<file path="config.mk">
export PLATFORM = sky130hd
export DESIGN_NAME = ttt_game_controller
export DESIGN_NICKNAME = d
export VERILOG_FILES = /design/src/rtl/ttt_pkg.sv /design/src/rtl/ttt_win_detect.sv /design/src/rtl/ttt_game_controller.sv
export SDC_FILE = /design/constraint.sdc
export NUM_CORES = 1
export LEC_CHECK = 0
export ABC_CLOCK_PERIOD_IN_PS = 2300
export CAP_MARGIN = 20
export CORE_UTILIZATION = 51
export DETAILED_ROUTE_END_ITERATION = 8
export GPL_TIMING_DRIVEN = 0
export PLACE_DENSITY_LB_ADDON = 0.08
export SYNTH_ARGS = -nofsm -noshare
export SYNTH_HDL_FRONTEND = slang
export SYNTH_SLANG_ARGS = --single-unit
</file>
<file path="constraint.sdc">
create_clock -name clk -period 2.3 [get_ports clk]
set_input_delay 0.23 -clock clk [delete_from_list [all_inputs] [get_ports clk]]
set_output_delay 0.23 -clock clk [all_outputs]
set_load 0.02 [all_outputs]
</file>
<file path="src/rtl/ttt_pkg.sv">
// Shared types and constants for the tic-tac-toe controller and its helpers.
// Cell i of the 3x3 board is row i/3, column i%3.
package ttt_pkg;

  localparam int unsigned NUM_CELLS = 9;

  typedef logic [3:0] cell_t;

  typedef enum logic [1:0] {
    GS_PLAY  = 2'b00,
    GS_CHECK = 2'b01,
    GS_DONE  = 2'b10
  } game_state_e;

  typedef enum logic [1:0] {
    WIN_NONE = 2'b00,
    WIN_X    = 2'b01,
    WIN_O    = 2'b10,
    WIN_DRAW = 2'b11
  } winner_e;

  typedef enum logic [1:0] {
    REJ_NONE     = 2'b00,
    REJ_BUSY     = 2'b01,
    REJ_RANGE    = 2'b10,
    REJ_OCCUPIED = 2'b11
  } reject_e;

  // Rows 0-2, columns 0-2, main diagonal, anti-diagonal; lower index wins ties.
  localparam logic [8:0] WIN_LINES [8] = '{
    9'h007, 9'h038, 9'h1C0,
    9'h049, 9'h092, 9'h124,
    9'h111, 9'h054
  };

  // One-hot mask for a cell; out-of-range cells give an empty mask.
  function automatic logic [8:0] cell_mask(input cell_t c);
    return (c < 4'(NUM_CELLS)) ? (9'd1 << c) : '0;
  endfunction

endpackage

</file>
<file path="src/rtl/ttt_win_detect.sv">
// Combinational three-in-a-row detector for one player's board.
// Reports the lowest-index completed line from WIN_LINES.
module ttt_win_detect
  import ttt_pkg::*;
(
  input  logic [8:0] board,
  output logic       win,
  output logic [8:0] win_line
);

  always_comb begin
    win      = 1'b0;
    win_line = '0;
    for (int unsigned i = 0; i < 8; i++) begin
      if (!win && ((board & WIN_LINES[i]) == WIN_LINES[i])) begin
        win      = 1'b1;
        win_line = WIN_LINES[i];
      end
    end
  end

endmodule

</file>
<file path="src/rtl/ttt_game_controller.sv">
// Turn sequencer/arbiter: accepts the active player's move, commits it,
// then spends one CHECK cycle deciding win, draw or turn hand-over.
module ttt_game_controller
  import ttt_pkg::*;
#(
  parameter logic FIRST_PLAYER    = 1'b0,
  parameter logic ALTERNATE_START = 1'b1
) (
  input  logic       clk,
  input  logic       reset,
  input  logic       sw_move_valid,
  input  logic [3:0] sw_move_cell,
  input  logic       uart_move_valid,
  input  logic [3:0] uart_move_cell,
  input  logic       new_game,
  output logic [8:0] board_x,
  output logic [8:0] board_o,
  output logic       turn_o,
  output logic [1:0] game_state,
  output logic [1:0] winner,
  output logic [8:0] win_line,
  output logic [3:0] move_count,
  output logic [1:0] reject_code
);

  game_state_e state_q, state_d;
  winner_e     winner_q, winner_d;
  reject_e     reject_q, reject_d;
  logic [8:0]  bx_q, bx_d, bo_q, bo_d, line_q, line_d;
  logic [3:0]  cnt_q, cnt_d;
  logic        turn_q, turn_d, start_q, start_d;

  logic        active_valid, inactive_valid, any_valid;
  cell_t       active_cell;
  logic [8:0]  active_mask;
  logic        det_win;
  logic [8:0]  det_line;

  // The mover's board is examined; turn only flips after CHECK.
  ttt_win_detect u_win_detect (
    .board    (turn_q ? bo_q : bx_q),
    .win      (det_win),
    .win_line (det_line)
  );

  assign active_valid   = turn_q ? uart_move_valid : sw_move_valid;
  assign inactive_valid = turn_q ? sw_move_valid : uart_move_valid;
  assign active_cell    = turn_q ? uart_move_cell : sw_move_cell;
  assign any_valid      = sw_move_valid | uart_move_valid;
  assign active_mask    = cell_mask(active_cell);

  always_ff @(posedge clk or negedge reset) begin
    if (!reset) begin
      state_q  <= GS_PLAY;
      winner_q <= WIN_NONE;
      reject_q <= REJ_NONE;
      bx_q     <= '0;
      bo_q     <= '0;
      line_q   <= '0;
      cnt_q    <= '0;
      turn_q   <= FIRST_PLAYER;
      start_q  <= FIRST_PLAYER;
    end else begin
      state_q  <= state_d;
      winner_q <= winner_d;
      reject_q <= reject_d;
      bx_q     <= bx_d;
      bo_q     <= bo_d;
      line_q   <= line_d;
      cnt_q    <= cnt_d;
      turn_q   <= turn_d;
      start_q  <= start_d;
    end
  end

  always_comb begin
    state_d  = state_q;
    winner_d = winner_q;
    reject_d = REJ_NONE;
    bx_d     = bx_q;
    bo_d     = bo_q;
    line_d   = line_q;
    cnt_d    = cnt_q;
    turn_d   = turn_q;
    start_d  = start_q;

    if (new_game) begin
      state_d  = GS_PLAY;
      winner_d = WIN_NONE;
      bx_d     = '0;
      bo_d     = '0;
      line_d   = '0;
      cnt_d    = '0;
      start_d  = ALTERNATE_START ? ~start_q : start_q;
      turn_d   = start_d;
    end else begin
      case (state_q)
        GS_PLAY: begin
          if (active_valid) begin
            if (active_cell >= 4'(NUM_CELLS)) begin
              reject_d = REJ_RANGE;
            end else if (|((bx_q | bo_q) & active_mask)) begin
              reject_d = REJ_OCCUPIED;
            end else begin
              if (turn_q) bo_d = bo_q | active_mask;
              else        bx_d = bx_q | active_mask;
              cnt_d   = cnt_q + 4'd1;
              state_d = GS_CHECK;
            end
          end else if (inactive_valid) begin
            reject_d = REJ_BUSY;
          end
        end
        GS_CHECK: begin
          if (any_valid) reject_d = REJ_BUSY;
          if (det_win) begin
            winner_d = turn_q ? WIN_O : WIN_X;
            line_d   = det_line;
            state_d  = GS_DONE;
          end else if (cnt_q == 4'(NUM_CELLS)) begin
            winner_d = WIN_DRAW;
            state_d  = GS_DONE;
          end else begin
            turn_d  = ~turn_q;
            state_d = GS_PLAY;
          end
        end
        GS_DONE: begin
          if (any_valid) reject_d = REJ_BUSY;
        end
        default: state_d = GS_PLAY;
      endcase
    end
  end

  assign board_x     = bx_q;
  assign board_o     = bo_q;
  assign turn_o      = turn_q;
  assign game_state  = state_q;
  assign winner      = winner_q;
  assign win_line    = line_q;
  assign move_count  = cnt_q;
  assign reject_code = reject_q;

endmodule

</file>
# --- Yosys cells after proc, flatten, opt, wreduce, memory -nomap -nowiden ---
# Cells that the tools add are included.
totals:
  regBits: 39
  latchBits: 0
  ram_bits: 0
  rom_bits: 0
  out_inout_bits: 38
  wordCells: 134
  n_memories: 0
op_classes:
  addsub: 1
  multipliers: 0
  div_mod_pow: 0
  magnitude_cmp: 2
  n_eq_ne: 20
  shift: 1
  mux: 64
  bitwise_logic: 7
  reduce_logical: 30
ops:
  columns: ["operator", "count"]
  rows:
  - ["9-bit 2-to-1 mux", 24]
  - ["2-bit 2-to-1 mux", 15]
  - ["9-bit OR", 3]
  - ["3-bit equality test, second input constant", 8]
  - ["4-bit 2-to-1 mux", 6]
  - ["1-bit 2-to-1 mux", 16]
  - ["2-bit inequality test, second input constant", 6]
  - ["5-bit AND reduction", 2]
  - ["2-bit nonzero test", 5]
  - ["9-bit bitwise AND", 1]
  - ["3-bit inequality test, second input constant", 3]
  - ["9-bit OR reduction", 1]
  - ["1-bit by 4-bit << shifter with 9-bit output, first input constant", 1]
  - ["4-bit AND reduction", 2]
  - ["1-bit logical AND", 7]
  - ["1-bit zero test", 7]
  - ["2-bit one-hot mux with 3 select lines", 1]
  - ["4-bit by 1-bit adder with 4-bit output, second input constant", 1]
  - ["4-bit equality test, second input constant", 1]
  - ["4-bit greater-or-equal comparator, second input constant", 1]
  - ["4-bit < comparator, second input constant", 1]
  - ["2-bit one-hot mux with 2 select lines", 1]
  - ["2-bit AND reduction", 2]
  - ["3-bit 2-to-1 mux", 1]
  - ["8 further kinds", 9]

# --- Logic depth before layout (Yosys ltp) ---
depth:
  depth_word: 27
  depth_mapped: 10
  ltp_nobuf: 7

# --- By module ---
# Synthesis repeated with hierarchy kept, for this count alone.
unflattened:
  cells_unflattened: 276
  area_unflattened_um2: 2458.6
by_module_without_submodules:
  columns: ["module", "instances", "cells_each", "area_per_inst_um2", "seq_area_each_um2"]
  rows:
  - ["ttt_game_controller", 1, 236, 2195.9, 975.9]
  - ["ttt_win_detect", 1, 40, 262.8, 0.0]

# --- Worst setup path before layout ---
# Ideal clock, no wire load.
synth_timing:
  path_type: "register to register"
  startpoint: "register turn_q, in the netlist turn_o"
  endpoint: "register cnt_q[3], in the netlist move_count[3]"
  setup_time_ps: 125
  arrival_ps: 2083
  required_ps: 2175
  slack_ps: 93
  stages_incl_launch_ff: 8
  n_path_buf: 1
  synth_period_minus_slack_ps: 2207
  cell_sequence: "dfrtp_1 -> buf_6 -> mux2_4 -> mux2_4 -> o221a_4 -> and3_4 -> nand4_1 -> mux2_2"
synth_between:
  elab_chain_len: 7
  elab_cells_between_ends: 12
synth_rtl:
  columns: ["item", "line", "source"]
  rows:
  - ["start: declaration", "ttt_game_controller.sv:31", "logic turn_q, turn_d, start_q, start_d;"]
  - ["start signal: assignment", "ttt_game_controller.sv:71", "turn_q <= turn_d;"]
  - ["4-bit 2-to-1 mux", "ttt_game_controller.sv:48", "assign active_cell = turn_q ? uart_move_cell : sw_move_cell;"]
  - ["4-bit < comparator / 1-bit by 4-bit << shifter with 9-bit output (equally long branches)", "ttt_pkg.sv:38", "return (c < 4'(NUM_CELLS)) ? (9'd1 << c) : '0;"]
  - ["9-bit 2-to-1 mux", "ttt_pkg.sv:38", null]
  - ["9-bit bitwise AND", "ttt_game_controller.sv:102", "end else if (|((bx_q | bo_q) & active_mask)) begin"]
  - ["9-bit OR reduction", "ttt_game_controller.sv:102", null]
  - ["2-bit inequality test (no line)", null, null]
  - ["4-bit AND reduction (no line) (*)", null, null]
  - ["end signal: assignment", "ttt_game_controller.sv:70", "cnt_q <= cnt_d;"]
  - ["end: declaration", "ttt_game_controller.sv:30", "logic [3:0] cnt_q, cnt_d;"]
# Every way passes the cells marked *; elsewhere a longest branch is shown, timed or not.
# A chain may end at the register's enable or synchronous reset.

# --- Worst setup path in the final report ---
layout_timing:
  startpoint: "register turn_q, in the netlist turn_o"
  endpoint: "register state_q[1], in the netlist game_state[1]"
layout_between:
  elab_chain_len: 27
  elab_cells_between_ends: 46
layout_rtl:
  columns: ["item", "line", "source"]
  rows:
  - ["9-bit 2-to-1 mux", "ttt_game_controller.sv:41", ".board (turn_q ? bo_q : bx_q),"]
  - ["3-bit equality test", "ttt_win_detect.sv:15", "if (!win && ((board & WIN_LINES[i]) == WIN_LINES[i])) begin"]
  - ["1-bit 2-to-1 mux", "ttt_win_detect.sv:15", null]
  - ["1-bit zero test", "ttt_win_detect.sv:15", null]
  - ["1-bit logical AND", "ttt_win_detect.sv:15", null]
  - ["1-bit 2-to-1 mux", "ttt_win_detect.sv:15", null]
  - ["1-bit zero test", "ttt_win_detect.sv:15", null]
  - ["1-bit logical AND", "ttt_win_detect.sv:15", null]
  - ["[... 11 more ...]", null, null]
  - ["1-bit logical AND", "ttt_win_detect.sv:15", null]
  - ["1-bit 2-to-1 mux", "ttt_win_detect.sv:15", null]
  - ["1-bit zero test", "ttt_win_detect.sv:15", null]
  - ["1-bit logical AND", "ttt_win_detect.sv:15", null]
  - ["1-bit 2-to-1 mux", "ttt_win_detect.sv:15", null]
  - ["2-bit 2-to-1 mux", "ttt_game_controller.sv:116", "if (det_win) begin"]
  - ["2-bit one-hot mux with 3 select lines", "ttt_game_controller.sv:97", "case (state_q)"]
  - ["2-bit 2-to-1 mux", "ttt_game_controller.sv:87", "if (new_game) begin"]
  - ["end signal: assignment", "ttt_game_controller.sv:64", "state_q <= state_d;"]
  - ["end: declaration", "ttt_game_controller.sv:26", "game_state_e state_q, state_d;"]
# Parallel ways exist; a longest one is shown, timed or not.

==> summary by stage <==
Outcome
The run finished, with violations left. The final reports fail on DRC.

Global route
The via count of the first global-routing pass is ~2200. The initial antenna violation count is 0. The first-pass GRT wire length is between 10 and 15 mm. Global routing finished with a remaining overflow of 0. The global-route usage over all layers is 0.2893.

Entering global routing, the biggest net connects 40 pins.

Placement
The total half-perimeter wirelength after legalization and detailed placement is 4.763 mm. The final weighted congestion of routability-driven global placement is roughly 0.89. The number of buffers inserted by port buffering is 50.

The number of cells after detailed placement is 358. The post-place setup slack is -382.0 ps.

Finish
The count of filler cells inserted in the layout is around 320. The post-synthesis to final-layout area growth is 39.57%. The most common library cell in the layout ignoring fill and taps is clkdlybuf4s50_1. The net count of the finished layout is about 340.

Leaving out filler cells and counting taps, the final layout contains 375. In the final layout, the share of cells above drive strength 1 is 0.1920. The antenna cell count is 0.

In the layout the commonest cells are clkdlybuf4s50_1, dfrtp_1, nor2_1, inv_1, nand3_1.

Synth
The synthesized design contains 39 register bits. The cell count after synthesis came out at 256. The complex-gate fraction of the synthesized area was 0.2132.

For this run, the leading register cell type out of synthesis is dfrtp_1. The adder-cell share of the synthesized area is 0.03112. The sequential share of the synthesized area is 0.4046.

The share of synthesized flip-flops with an asynchronous set or reset is 1.000. The synthesized-area fraction occupied by xor and xnor cells is 0.01089. The dominant cell type by area after synthesis is dfrtp_1.

The simple-gate share of the synthesized area is 0.2147. In the post-synthesis netlist, the biggest area contributors are dfrtp_1, nor2_1, ha_1. The main combinational cell family by area after synthesis is simple AND/OR/NAND/NOR gates. The synthesized cell area is 2412 um^2. The number of synthesized flops with an enable pin is 0. A synthesized cell averages 9.423 um^2.

The area fraction of the dominant cell type after synthesis is 0.4046. When the netlist entered floorplanning its net count stood at ~280. The number of warning messages in the yosys log is 0. The number of distinct library cells after synthesis is 59. The portion of synthesized area spent on multiplexers is 0.06535.

Pwr
The peak supply drop is 691.9 uV. The leakage power summed over all cells is 1.325 nW. The clock group share of total power is 0.245. Of the total power, the share spent switching nets is 0.3720. The total power per unit cell area is 831.1 nW/um^2. The share of total power dissipated in sequential elements is 0.296.

The switching power total is 1.041 mW. The cell internal power dissipation is 1.757 mW. Of the total power, combinational logic draws 0.459.

Critical path
The worst reg-to-reg setup slack is 50 ps. Data arrives at the worst endpoint at 2410 ps. The critical path startpoint category is a register.

Walking the worst path, the cells encountered are buf_6 > mux2_4 > and3_4 > o32a_1 > buf_4 > a31oi_1 > mux2i_1 > nor2_1. The slowest stage of the critical path belongs to the cell dfrtp_1. Along the worst path, the maximum fanout reaches 8. For this run, the slowest stage of the critical path takes 390 ps. The endpoint required time on the critical path is 2470 ps. STA classifies the critical path endpoint as a register. The worst setup path category is reg2reg. Measured in cells, the most critical reg-to-reg path has a length of 8. The start of the worst register-to-register path is turn_o$_DFFE_PN0P_.

The worst register-to-register path ends at game_state[1]$_DFFE_PN0P_.

Clock tree
The CTS tree is done. In this run the number of H-tree levels came out at 2. The tree is rooted in a clkbuf_8.

The number of clock buffers added by TritonCTS is 5. The clock transition time at the flip-flop clock pins of the worst setup and hold paths is roughly 80 ps. The clock latency on the worst-skew pair is 300 ps. CTS saw 39 sinks.

Counting along the longest clock path gives a buffer depth of 2.

Timing
The achievable clock frequency is approximately 440 MHz. Headroom to the max-slew limit came out at 0.4220. The hold slack is approximately 36 ps. The maximum clock skew at final layout is 5.475 ps. Setup repair after global routing could not meet its margin everywhere.

The clock period could shrink to 2247 ps. The slew at the pin closest to its max-slew limit is 867.0 ps. The worst-case setup margin in the final layout is about 53 ps. Dividing the final minimum period by the clock period gives 0.9771. The number of max-slew violations in the final report came to 0. The final setup violation count is 0.

The count of final hold-check violations is 0.

Floorplan
The total area inside the core boundary comes to roughly 4400 um^2. The die outline height is approximately 71 um. The die footprint is 5009 um^2. The number of cell rows is 24.

The starting density of the core is 0.5428. For this design the top-level I/O count stands at between 50 and 60. Measured along the x axis, the die boundary spans 70.78 um.

Flow run
The max-cap check violation count is 0.

Routing
The number of iterations in the first detailed-routing pass is 7. The routed design has 7.127 mm of wire. In the routed design, unresolved DRC markers number 8. For this block, the via count after detailed routing is around 2400. The antenna violation net count after detailed routing is 0. The DRC marker count from the first detailed-route iteration is 301. Dividing the detail-routed via count by the number of cells gives 6.459.

After detailed routing, the average wire length per cell comes to 19.01 um.

Min path
The path type of the worst min-delay path is in2async.
-- worst max-delay path, delay by kind of cell (launching register included) --
family                 cells  cell delay [ps]
muxes                      2              560
buffers and inverters      2              310
DFF                        1              390
and+or+nand+nor            2              250
AOI/OAI and AO/OA          2              600
-- layer usage --
layer | vias up | GRT usage | wire, um
li1 | 1089 | - | -
met1 | 1194 | 0.4208 | 3151
met2 | 121 | 0.4519 | 3323
met3 | 18 | 0.04274 | 491
met4 | 0 | 0.08222 | 160
met5 | - | 0 | 0
-- power by group through the flow --
stage / clock, mW / combinational, mW / sequential, mW
after floorplan: 0 / 0.648 / 0.908
after global placement: 0 / 1.05 / 0.839
after detailed placement: 0 / 1.06 / 0.841
after CTS: 0.692 / 1.10 / 0.829
after global routing: 0.717 / 1.37 / 0.842
final: 0.685 / 1.28 / 0.829
-- cell usage after synthesis (5+ instances only) --
cell	number
a21oi_1	7
a31oi_1	8
clkbuf_1	6
dfrtp_1	39
ha_1	6
inv_1	18
mux2_2	5
mux2i_1	6
nand2_1	7
nand2b_1	7
nand3_1	9
nand4_1	5
nor2_1	30
nor2b_1	6
nor3_1	8
o21ai_0	8
o22ai_1	8
o32ai_1	6
-- registers in the layout (all words and copies together) (netlist names) --
signal       cells
start_q          1
move_count       4
winner           2
reject_code      2
game_state       2
win_line         9
turn_o           1
board_x          9
board_o          9
-- what timing repair did --
item                                    CTS  global route
pin swaps                                 1             7
hold buffers                              0             0
endpoints found under the setup margin   22            25
gates cloned                              0             1
resized for setup                        13            27
setup buffers                             1             7
-- stage by stage --
stage / TNS [ps] / instance area, um^2 / utilization / total power, mW
finish: 0 / 3367 / 0.7576 / 2.798
global route: -90.61 / 3367 / 0.7576 / 2.928
CTS: 0 / 3167 / 0.7126 / 2.618
detailed placement: -7103 / 2973 / 0.6689 / 1.899
global placement: -5938 / 2978 / 0.6700 / 1.885
floorplan: 0 / 2412 / - / 1.556
-- final cells by class --
cell class | count | area, um^2 | share of cell area
multi-input combinational | 186 | 1466 | 0.4355
sequential | 39 | 975.9 | 0.2899
timing repair buffer | 59 | 560.5 | 0.1665
buffer | 12 | 93.84 | 0.02787
clock buffer | 6 | 72.57 | 0.02155
inverter | 19 | 72.57 | 0.02155
tap | 52 | 65.06 | 0.01932
clock inverter | 2 | 60.06 | 0.01784
-- worst max path at each step --
stage	startpoint	to	slack, ps	cells after the start
2_1_floorplan	turn_o$_DFFE_PN0P_	move_count[3]$_DFFE_PN0P_	90	7
3_3_place_gp	uart_move_cell[1]	board_x[3]$_DFFE_PN0P_	-300	8
3_5_place_dp	uart_move_cell[1]	board_o[1]$_DFFE_PN0P_	-380	8
4_1_cts	turn_o$_DFFE_PN0P_	turn_o$_DFFE_PN0P_	4	9
5_1_grt	turn_o$_DFFE_PN0P_	win_line[2]$_DFFE_PN0P_	-30	9
6_report	turn_o$_DFFE_PN0P_	game_state[1]$_DFFE_PN0P_	50	8
-- cells by family after synthesis --
group,after synthesis
AND/OR/NAND/NOR,95
AO/OA/AOI/OAI,68
flip-flops,39
buffers and inverters,31
multiplexers,14
adder cells (fa/ha/maj),6
XOR/XNOR,3
Power figures use the tool's default switching activity.
